--- config.mk ---
export PLATFORM = sky130hd
export DESIGN_NAME = control_sequencer
export DESIGN_NICKNAME = d
export VERILOG_FILES = /design/src/rtl/control_sequencer.sv
export SDC_FILE = /design/constraint.sdc
export NUM_CORES = 1
export LEC_CHECK = 0
export CAP_MARGIN = 5
export CORE_MARGIN = 4
export CORE_UTILIZATION = 42
export DETAILED_ROUTE_END_ITERATION = 16
export GPL_TIMING_DRIVEN = 0
export PLACE_DENSITY = 0.88
export SLEW_MARGIN = 5
export SYNTH_ARGS = -nofsm -noshare
export SYNTH_HDL_FRONTEND = slang
export SYNTH_SLANG_ARGS = --single-unit
--- constraint.sdc ---
create_clock -name Clock -period 6.1 [get_ports Clock]
set_input_delay 1.83 -clock Clock [delete_from_list [all_inputs] [get_ports Clock]]
set_output_delay 1.83 -clock Clock [all_outputs]
set_load 0.03 [all_outputs]
--- src/rtl/control_sequencer.sv ---
// rtl/control_sequencer.sv - hardwired Moore control unit: fetch T0-T2, execute T3-T6, halt
// Decodes the state register and IR into every datapath control strobe.
module control_sequencer #(
  parameter int OPW  = 5,
  parameter int NREG = 16
) (
  input  logic            Clock,
  input  logic            Resetn,
  input  logic [31:0]     IR,
  input  logic            MemRdy,
  output logic            PCout,
  output logic            MARin,
  output logic            IncPC,
  output logic            Zin,
  output logic            ZLOout,
  output logic            ZHIout,
  output logic            PCin,
  output logic            Read,
  output logic            MDRin,
  output logic            MDRout,
  output logic            IRin,
  output logic            Yin,
  output logic            HIin,
  output logic            LOin,
  output logic [NREG-1:0] Rin,
  output logic [NREG-1:0] Rout,
  output logic [OPW-1:0]  ALUop,
  output logic            Run
);

  localparam logic [3:0] ST_RST  = 4'd0;
  localparam logic [3:0] ST_T0   = 4'd1;
  localparam logic [3:0] ST_T1   = 4'd2;
  localparam logic [3:0] ST_T2   = 4'd3;
  localparam logic [3:0] ST_T3   = 4'd4;
  localparam logic [3:0] ST_T4   = 4'd5;
  localparam logic [3:0] ST_T5   = 4'd6;
  localparam logic [3:0] ST_T6   = 4'd7;
  localparam logic [3:0] ST_HALT = 4'd8;

  logic [3:0]     state;
  logic [3:0]     state_nxt;
  logic           t1_first;
  logic [OPW-1:0] opcode;
  logic [3:0]     ra;
  logic [3:0]     rb;
  logic [3:0]     rc;
  logic           is_alu3;
  logic           is_muldiv;
  logic           is_halt;
  logic           unused_ir;

  assign opcode    = IR[31 -: OPW];
  assign ra        = IR[26:23];
  assign rb        = IR[22:19];
  assign rc        = IR[18:15];
  assign unused_ir = ^IR[14:0];

  assign is_alu3   = (opcode >= OPW'(3)) && (opcode <= OPW'(8));
  assign is_muldiv = (opcode == OPW'(15)) || (opcode == OPW'(16));
  assign is_halt   = (opcode == OPW'(27));

  function automatic logic [NREG-1:0] one_hot(input logic [3:0] idx);
    return NREG'(1) << idx;
  endfunction

  always_comb begin
    state_nxt = state;
    case (state)
      ST_RST:  state_nxt = ST_T0;
      ST_T0:   state_nxt = ST_T1;
      ST_T1:   state_nxt = MemRdy ? ST_T2 : ST_T1;
      ST_T2:   state_nxt = ST_T3;
      ST_T3: begin
        if (is_alu3 || is_muldiv) state_nxt = ST_T4;
        else if (is_halt)         state_nxt = ST_HALT;
        else                      state_nxt = ST_T0;
      end
      ST_T4:   state_nxt = (is_alu3 || is_muldiv) ? ST_T5 : ST_T0;
      ST_T5:   state_nxt = is_muldiv ? ST_T6 : ST_T0;
      ST_T6:   state_nxt = ST_T0;
      ST_HALT: state_nxt = ST_HALT;
      default: state_nxt = ST_RST;
    endcase
  end

  // T1 is only entered from T0, so the flag marks the first T1 cycle of a stall.
  always_ff @(posedge Clock or negedge Resetn) begin
    if (!Resetn) begin
      state    <= ST_RST;
      t1_first <= 1'b0;
    end else begin
      state    <= state_nxt;
      t1_first <= (state == ST_T0);
    end
  end

  always_comb begin
    PCout  = 1'b0;
    MARin  = 1'b0;
    IncPC  = 1'b0;
    Zin    = 1'b0;
    ZLOout = 1'b0;
    ZHIout = 1'b0;
    PCin   = 1'b0;
    Read   = 1'b0;
    MDRin  = 1'b0;
    MDRout = 1'b0;
    IRin   = 1'b0;
    Yin    = 1'b0;
    HIin   = 1'b0;
    LOin   = 1'b0;
    Rin    = '0;
    Rout   = '0;
    ALUop  = '0;
    Run    = (state != ST_HALT);
    case (state)
      ST_T0: begin
        PCout = 1'b1;
        MARin = 1'b1;
        IncPC = 1'b1;
        Zin   = 1'b1;
      end
      ST_T1: begin
        ZLOout = 1'b1;
        PCin   = t1_first;
        Read   = 1'b1;
        MDRin  = 1'b1;
      end
      ST_T2: begin
        MDRout = 1'b1;
        IRin   = 1'b1;
      end
      ST_T3: begin
        if (is_alu3) begin
          Rout = one_hot(rb);
          Yin  = 1'b1;
        end else if (is_muldiv) begin
          Rout = one_hot(ra);
          Yin  = 1'b1;
        end
      end
      ST_T4: begin
        if (is_alu3 || is_muldiv) begin
          Rout  = is_alu3 ? one_hot(rc) : one_hot(rb);
          Zin   = 1'b1;
          ALUop = opcode;
        end
      end
      ST_T5: begin
        if (is_alu3) begin
          ZLOout = 1'b1;
          Rin    = one_hot(ra);
        end else if (is_muldiv) begin
          ZLOout = 1'b1;
          LOin   = 1'b1;
        end
      end
      ST_T6: begin
        ZHIout = 1'b1;
        HIin   = 1'b1;
      end
      default: ;
    endcase
  end

endmodule

### Word-level counts from Yosys, hierarchy flattened

Index checks and enable logic that the tools add are counted.

* register bits: 5
* output and inout bits: 52
* logic and storage cells: 52

* $lt $le $gt $ge: 2
* equal/unequal tests: 12
* shift operators: 3
* muxes and demuxes: 28
* reduce and logical (&&, ||, !) cells: 5

Operator list (number)
* two-way mux 16 bit: 6
* left shift 1 x 4 -> 16 bit (first input constant): 3
* one-hot mux 16 bit (2 select lines): 1
* one-hot mux 4 bit (8 select lines): 1
* == test 4 x 3 -> 1 bit (second input constant): 4
* two-way mux 1 bit: 12
* == test 5 bit (second input constant): 2
* two-way mux 5 bit: 2
* == test 4 x 2 -> 1 bit (second input constant): 2
* two-way mux 4 bit: 2
* two-way mux 3 bit: 2
* == test 5 x 4 -> 1 bit (second input constant): 1
* >= comparator 5 x 2 -> 1 bit (second input constant): 1
* less-or-equal comparator 5 x 4 -> 1 bit (second input constant): 1
* == test 4 x 1 -> 1 bit (second input constant): 1
* == test 4 bit (second input constant): 1
* zero test 4 bit: 1
* inequality test 4 bit (second input constant): 1
* one-hot mux 1 bit (2 select lines): 2
* logical OR 1 bit: 2
* OR reduction 2 bit: 1
* logical AND 1 bit: 1

### Logic depth before layout (Yosys ltp)

* depth after elaboration: 5
* mapped depth: 6

### Worst setup path before layout

No wires, ideal clock.

* path kind: input-to-output
* start: input IR[30]
* end: output Rin[0]
* arrival time: 3.581 ns
* setup slack: 0.689 ns
* cell stages on the path: 5
* path buffers: 1
* path through: buf_6 > or4b_4 > o21ai_2 > nand2_4 > nor4_1

* word-level cells in the longest chain between the ends: 4
* elaborated cells on any way between the ends: 5

Ends and longest elaborated chain
* start: declaration: line 9 `input logic [31:0] IR,`
* >= comparator 5 x 2 -> 1 bit / less-or-equal comparator 5 x 4 -> 1 bit (equally long branches): line 59 `assign is_alu3 = (opcode >= OPW'(3)) && (opcode <= OPW'(8));`
* logical AND 1 bit *: line 59
* two-way mux 16 bit *: line 151 `if (is_alu3) begin`
* two-way mux 16 bit *: line 117 `case (state)`
* end: declaration: line 25 `output logic [NREG-1:0] Rin,`

Mark *: on every way between the ends. The rest lies on a longest branch, timed or not.

### Worst setup path after layout

* start: input IR[29]
* end: output Rout[5]

* word-level cells in the longest chain between the ends: 5
* elaborated cells on any way between the ends: 12

Ends and longest elaborated chain
* >= comparator 5 x 2 -> 1 bit (tied with other cells): line 59
* logical AND 1 bit / logical OR 1 bit (equally long branches): line 59, 60
* two-way mux 16 bit (tied with other cells): line 145 `Rout = is_alu3 ? one_hot(rc) : one_hot(rb);`
* two-way mux 16 bit (on tied branches): line 144, 135
* one-hot mux 16 bit (2 select lines) *: line 117
* end: declaration: line 26 `output logic [NREG-1:0] Rout,`

Marks and branches as above.

==> impl_metrics.yaml <==
synth:
  synthXorXnorAreaFrac_pct: 0
  synthTopCellsByArea: "nor4_2 (12%), dfrtp_1 (8.3%), nor3_1 (8.3%)"
  yosysSeqAreaShare_pct: 8.347
  async_flop_share_pct: 100.0
  yosys.area.top_type: "nor4_2"
  synth.distinct_cells: 46
  synth_edf_count: 0
  synth_flop_cell: "dfrtp_1"
  synth_compound_area_share_pct: 26.13
  synthAdderAreaFrac_pct: 0
  synth_most_common_cell: "nor3_1"
  synth-simple-area-share_pct: 53.17
  yosysTopAreaCellShare_pct: 11.69
  synth.avg_cell_area_sq_um: 6.972
  synthTopCellsByCount: "nor3_1 (25), o21ai_1 (20), nor4_2 (14), o21ai_0 (14), a22oi_1 (12)"
  syn-num-nets: 250
  yosys_register_bits: 5
  synthCells: 215
  syn_area_sq_mm: 0.001499
  synth_top_family_by_area: "simple AND/OR/NAND/NOR gates"
  muxShareOfSynthArea_pct: 0
  ys_warn_count: 0
layout:
  diodes: 0
  nets: 323
  area.growth.synth_to_final_pct: 53.92
  drive_above_1_share_pct: 17.42
  final_area_sq_mm: 0.002307
  fin_cells: 333
clock_network:
  cts_tree: "yes"
  cts_inserted_buffers: 3
  clock_sinks: 5
  post_cts.repair.setup_buffers: 0
  cts_buffer_depth: 2
  clkSlewWorstSetupHoldPaths_ns: 0.05
  cts_max_level: 1
  clockRootBuffer: "clkbuf_4"
  clock_latency_ns: 0.25
critical_path:
  cpLargestDelayFamily: "buffers and inverters"
  worstPathCellList: "clkdlybuf4s50_1 > or4b_1 > o22ai_4 > o21ai_1 > o21ai_1 > clkdlybuf4s50_1"
  crit_arrival_ns: 4.16
  cp.required_ns: 4.27
  path_buf_inv: 2
  path_max_fanout: 8
  cp-start-kind: "input pin"
  cp.depth: 6
  slowest_stage: "clkdlybuf4s50_1"
  cpPeakStageDelay_ns: 0.69
  worstSetupEndpointType: "primary output"
  path_class: "in -> out"
  r2r_cells: 5
sta:
  period_minus_slack_ns: 5.986
  max_slew_margin_pct: 67.36
  setup_slack_ns: 0.1135
  fmax_mhz: 167.0
  final.setup_skew_ns: 0.005711
  worst_slew_pin_slew_ns: 0.4896
  finalHoldViolCount: 0
  fin_crit_sh_pct: 98.14
  final_max_slew_viol_count: 0
  rsz0062_at_grt: "no"
  finalSetupViolations: 0
routing:
  drt.antenna.violating_nets: 0
  drt_wl_total_um: 5133
  wire_per_inst_um: 15.41
  dr_wl_met3_um: 439
  vias_per_cell: 5.850
  routed.top_layer: "met4"
  drc: 0
  drt_iter0_markers: 161
  dr_wl_met2_um: 2444
  firstDrtPassIters: 4
  num_vias: 1948
  m1WireLength_um: 2198
hold_path:
  hold_path_class: "reg -> reg"
  hold_depth: 1
floorplanning:
  die_h_um: 67.74
  std_cell_rows: 21
  initial_core_util_pct: 44.22
  io-pin-count: 87
  core_sq_mm: 0.003390
  die_area_sq_mm: 0.004589
  dieWidth_um: 67.74
power:
  p_leak_nw: 1.168
  power_density_mw_per_mm2: 206.5
  irDropWorstVdd_uv: 143.3
placed_design:
  place_inst: 329
  place_hpwl_um: 3798
  numPortBuffers: 68
  placed_area_sq_mm: 0.002237
  pre_cts_ws_ns: -0.09806
  place_congestion: 0.9764
global_routing:
  grt_pass1_wl_um: 8086
  antenna_found_initial: 0
  grt_remaining_overflow: 0
  grt_use_total_pct: 22.36
  grt_pass1_vias: 1738
  grt_max_degree: 11
run_status:
  status: "finished, final reports clean"
flow_run:
  cap_violations: 0
-- area by class of cell --
type                       instances  area [sq um]
buffer                            28         170.2
clock buffer                       4         26.28
fill                             289          1082
inverter                           4         15.01
multi-input combinational        178          1196
sequential                         5         125.1
tap                               46         57.56
timing repair buffer              68         716.9
-- layer usage --
metal  vias up  GRT usage, %
li1        963             -
met1       895         31.19
met2        84         36.94
met3         6        0.9983
met4         0         6.329
met5         -             0
-- power breakdown --
part	total (mW)	internal [mW]	switching [mW]	leakage, nW
registers	0.0494	0.0461	0.00326	0.0646
clock network	0.0394	0.0248	0.0146	0.0150
logic	0.388	0.156	0.231	1.09
-- worst paths after layout --
path / slack [ns] / to / start
setup reg to reg: 4.37 / state[2]$_DFF_PN0_ / state[1]$_DFF_PN0_
max in group asynchronous: 4.09 / t1_first$_DFF_PN0_ / Resetn
hold / removal: 0.69 / state[0]$_DFF_PN0_ / state[3]$_DFF_PN0_
setup / recovery: 0.11 / Rout[5] / IR[29]
min in group asynchronous: 1.81 / state[1]$_DFF_PN0_ / Resetn
hold reg to reg: 0.69 / state[0]$_DFF_PN0_ / state[3]$_DFF_PN0_
-- worst reg2reg max path, cell delays in order, from the launching register on --
cell and delay, ns:
dfrtp_1 0.37, clkbuf_2 0.17, nor2b_1 0.19, nand2_1 0.29, and2b_1 0.26, a311o_1 0.32
-- layout by cell type (no fill, tap or decap), types with 2 or more instances in the layout --
| cell type | instances |
|---|---|
| nor2_1 | 8 |
| clkbuf_1 | 6 |
| inv_1 | 4 |
| nand3_1 | 4 |
| nor2_4 | 2 |
| nor4_1 | 8 |
| dlymetal6s2s_1 | 21 |
| clkbuf_2 | 2 |
| or4b_4 | 2 |
| clkdlybuf4s50_1 | 34 |
| a211o_1 | 2 |
| nor2b_1 | 8 |
| and2_1 | 3 |
| nand2b_1 | 9 |
| nor3b_1 | 2 |
| o21ai_0 | 14 |
| nor3_1 | 25 |
| dlygate4sd2_1 | 13 |
| buf_1 | 3 |
| nand2_1 | 9 |
| buf_6 | 4 |
| a21oi_1 | 3 |
| o21ai_1 | 20 |
| or2_2 | 2 |
| a2bb2oi_1 | 3 |
| clkbuf_4 | 3 |
| buf_4 | 6 |
| nor4_2 | 14 |
| and3_1 | 8 |
| a22oi_1 | 12 |
| nor3_2 | 2 |
| nand3b_1 | 2 |
| buf_2 | 8 |
| dfrtp_1 | 5 |
-- sequential cells by signal, indices dropped and copies added (netlist names) --
name / cells
t1_first: 1
state: 4
-- per-stage QoR --
stage          setup TNS [ns]  hold slack [ns]  power (mW)  utilization [%]
5_1_grt                     0           0.7131      0.5045            68.07
3_3_place_gp          -0.3840           0.6169      0.4275            66.00
6_report                    0           0.6893      0.4763            68.07
2_1_floorplan               0           0.5571      0.3119                -
3_5_place_dp          -0.7008           0.6304      0.4316            66.00
4_1_cts                     0           0.6717      0.4746            66.30
-- cell families (layout without fill, tap and decap cells) --
kind of cell	count (synthesis)	in the layout
flops	5	5
buf+inv	32	104
simple gates	116	116
compound gates	62	62
-- repair_timing --
item	CTS	global route
endpoints found under the setup margin	13	26
resized for setup	13	22
hold buffers	0	0
No activity file was read; power rests on OpenSTA's default activity.
==> edit, RTL diff (config.mk and constraints unchanged) <==
Set the parameter `NREG` to 17 (it was 16).
--- a/src/rtl/control_sequencer.sv
+++ b/src/rtl/control_sequencer.sv
@@ -3,5 +3,5 @@
 module control_sequencer #(
   parameter int OPW  = 5,
-  parameter int NREG = 16
+  parameter int NREG = 17
 ) (
   input  logic            Clock,
Ports: changed (resized Rin and Rout); port bits go from 87 to 89. The function was not compared with the original's and may differ.
==> edit against the original RTL <==
Worst setup slack improved by 0.010 ns. Sequential cell count did not move. First-iteration DRC count rose by 3.7%. Design area fell by 11%. Total power fell by 5.5%. Synthesized area fell by 16%. Routed wire length fell by 13%. Combinational power fell by 8.2%. Critical path depth did not move. Final cell count fell by 11%. Count of clock-buffer cells in the layout did not move. Critical endpoint is now Rout[15].
==> edit: results (changes against the original RTL) <==
Run status:
- Outcome: complete, no violations (unchanged).

Setup path:
- The maximum net fanout on the critical path is 6 (was 8).
- The data arrival time of the worst path is 4.15 ns (was 4.16 ns).
- The worst setup path startpoint is IR[27] (was IR[29]).
- The maximum single-stage delay on the critical path came to 0.60 ns (was 0.69 ns).
- The master of the slowest instance on the critical path is or4b_4 (was clkdlybuf4s50_1).
- The launching point of the worst reg2reg path is state[0]$_DFF_PN0_ (was state[1]$_DFF_PN0_).

Route:
- The via total after detailed routing is 1750 (was 1948).
- The ratio of routed vias to standard cells is 5.89 (was 5.85).
- The detailed router's first-iteration violation count was 167 (was 161).
- The total routed wirelength is 4.47 mm (was 5.13 mm).

Placed design:
- The number of placed cells counting well taps came to 293 (was 329).
- The half-perimeter wire length after detailed placement is 3.45 mm (was 3.80 mm).
- The post-placement worst setup slack is -0.213 ns (was -0.0981 ns).

GRT:
- The number of global-route vias before repair was 1678 (was 1738).
- The overall track demand over capacity in global routing is 22.9% (was 22.4%).
- The wire length of the first global-routing pass was 7.65 mm (was 8.09 mm).

Finish:
- The total number of nets in the final design is 302 (was 323).
- The fraction of layout cells with a size suffix above 1 is 9.77% (was 17.4%).
- The total of fill cells in the finished design is 235 (was 289).

Synth:
- Most numerous cell types in the synthesized netlist: nor2_1 (28), nand4_1 (20), nand3_1 (16) (was nor3_1 (25), o21ai_1 (20), nor4_2 (14), o21ai_0 (14), a22oi_1 (12)).
- Biggest area contributors in the synthesized netlist: dfrtp_1 (10%), nand4_1 (10%), nor2_1 (8.4%) (was nor4_2 (12%), dfrtp_1 (8.3%), nor3_1 (8.3%)).
- The number of distinct library cells after synthesis is 43 (was 46).

Worst hold path:
- The critical hold path startpoint is state[2]$_DFF_PN0_ (was state[3]$_DFF_PN0_).
- The cell depth of the worst min-delay path was 2 (was 1).

Pwr:
- The worst supply voltage drop on vdd is 0.351 mV (was 0.143 mV).
- The leakage power is 1.01 nW (was 1.17 nW).
-- edit: changes by cell type after synthesis, sizes merged, moves of 7 or more --
cell	delta
buf	-9
o211ai	+11
nor2	+18
nor4	-20
nor3	-16
o21ai	-32
nand4	+19
nand3	+12
and3	-7
a22oi	-7
-- edit: cells by family after synthesis --
| family | count (synthesis) | share of synthesized area (%) |
|---|---|---|
| AO/OA/AOI/OAI | 36 | 23.2 |
| flip-flops | 5 | 9.95 |
| AND/OR/NAND/NOR | 123 | 54.6 |
| multiplexers | 1 | 1.79 |
| other | 1 | 0.298 |
| buffers and inverters | 24 | 10.1 |
-- edit: area by class of cell --
class | instances | area (µm²) | area share (%)
Tap cell | 31 | 38.8 | 1.90
Sequential cell | 5 | 125 | 6.12
Timing Repair Buffer | 71 | 711 | 34.8
Buffer | 21 | 116 | 5.70
Clock buffer | 4 | 26.3 | 1.29
Multi-Input combinational cell | 162 | 1010 | 49.7
Inverter | 3 | 11.3 | 0.551
-- edit: report_power, final --
part | internal [mW] | switching (mW)
combinational | 0.141 | 0.215
sequential | 0.0466 | 0.00782
clock | 0.0248 | 0.0146
total | 0.212 | 0.238
-- edit: path summary, 6_finish.rpt --
| check | endpoint | slack [ns] |
|---|---|---|
| worst max-delay path | Rout[15] | 0.12 |
| worst min-delay path | state[0]$_DFF_PN0_ | 0.79 |
| worst max register to register | state[1]$_DFF_PN0_ | 4.35 |
| worst min register to register | state[0]$_DFF_PN0_ | 0.79 |
| max in group asynchronous | state[2]$_DFF_PN0_ | 4.09 |
| min in group asynchronous | t1_first$_DFF_PN0_ | 1.81 |
-- edit: per-layer routing --
metal	global-route usage, %	vias up	share of wire, %
met5	0	-	0
met4	5.79	0	1.5
met3	6.65	8	9.6
met2	34.8	97	45
met1	31.5	781	44
li1	-	864	-
-- edit: worst reg2reg max path: stages, from the launching register on --
cell and delay, ns:
dfrtp_1 0.31, clkbuf_1 0.32, inv_1 0.11, nor4_1 0.74, a211oi_1 0.09, o21ai_0 0.11
-- edit: what timing repair did --
item	4_1_cts	5_1_grt
cloned	0	0
pin swaps	0	0
buffers inserted	0	0
setup endpoints to repair	38	21
resized for setup	28	27
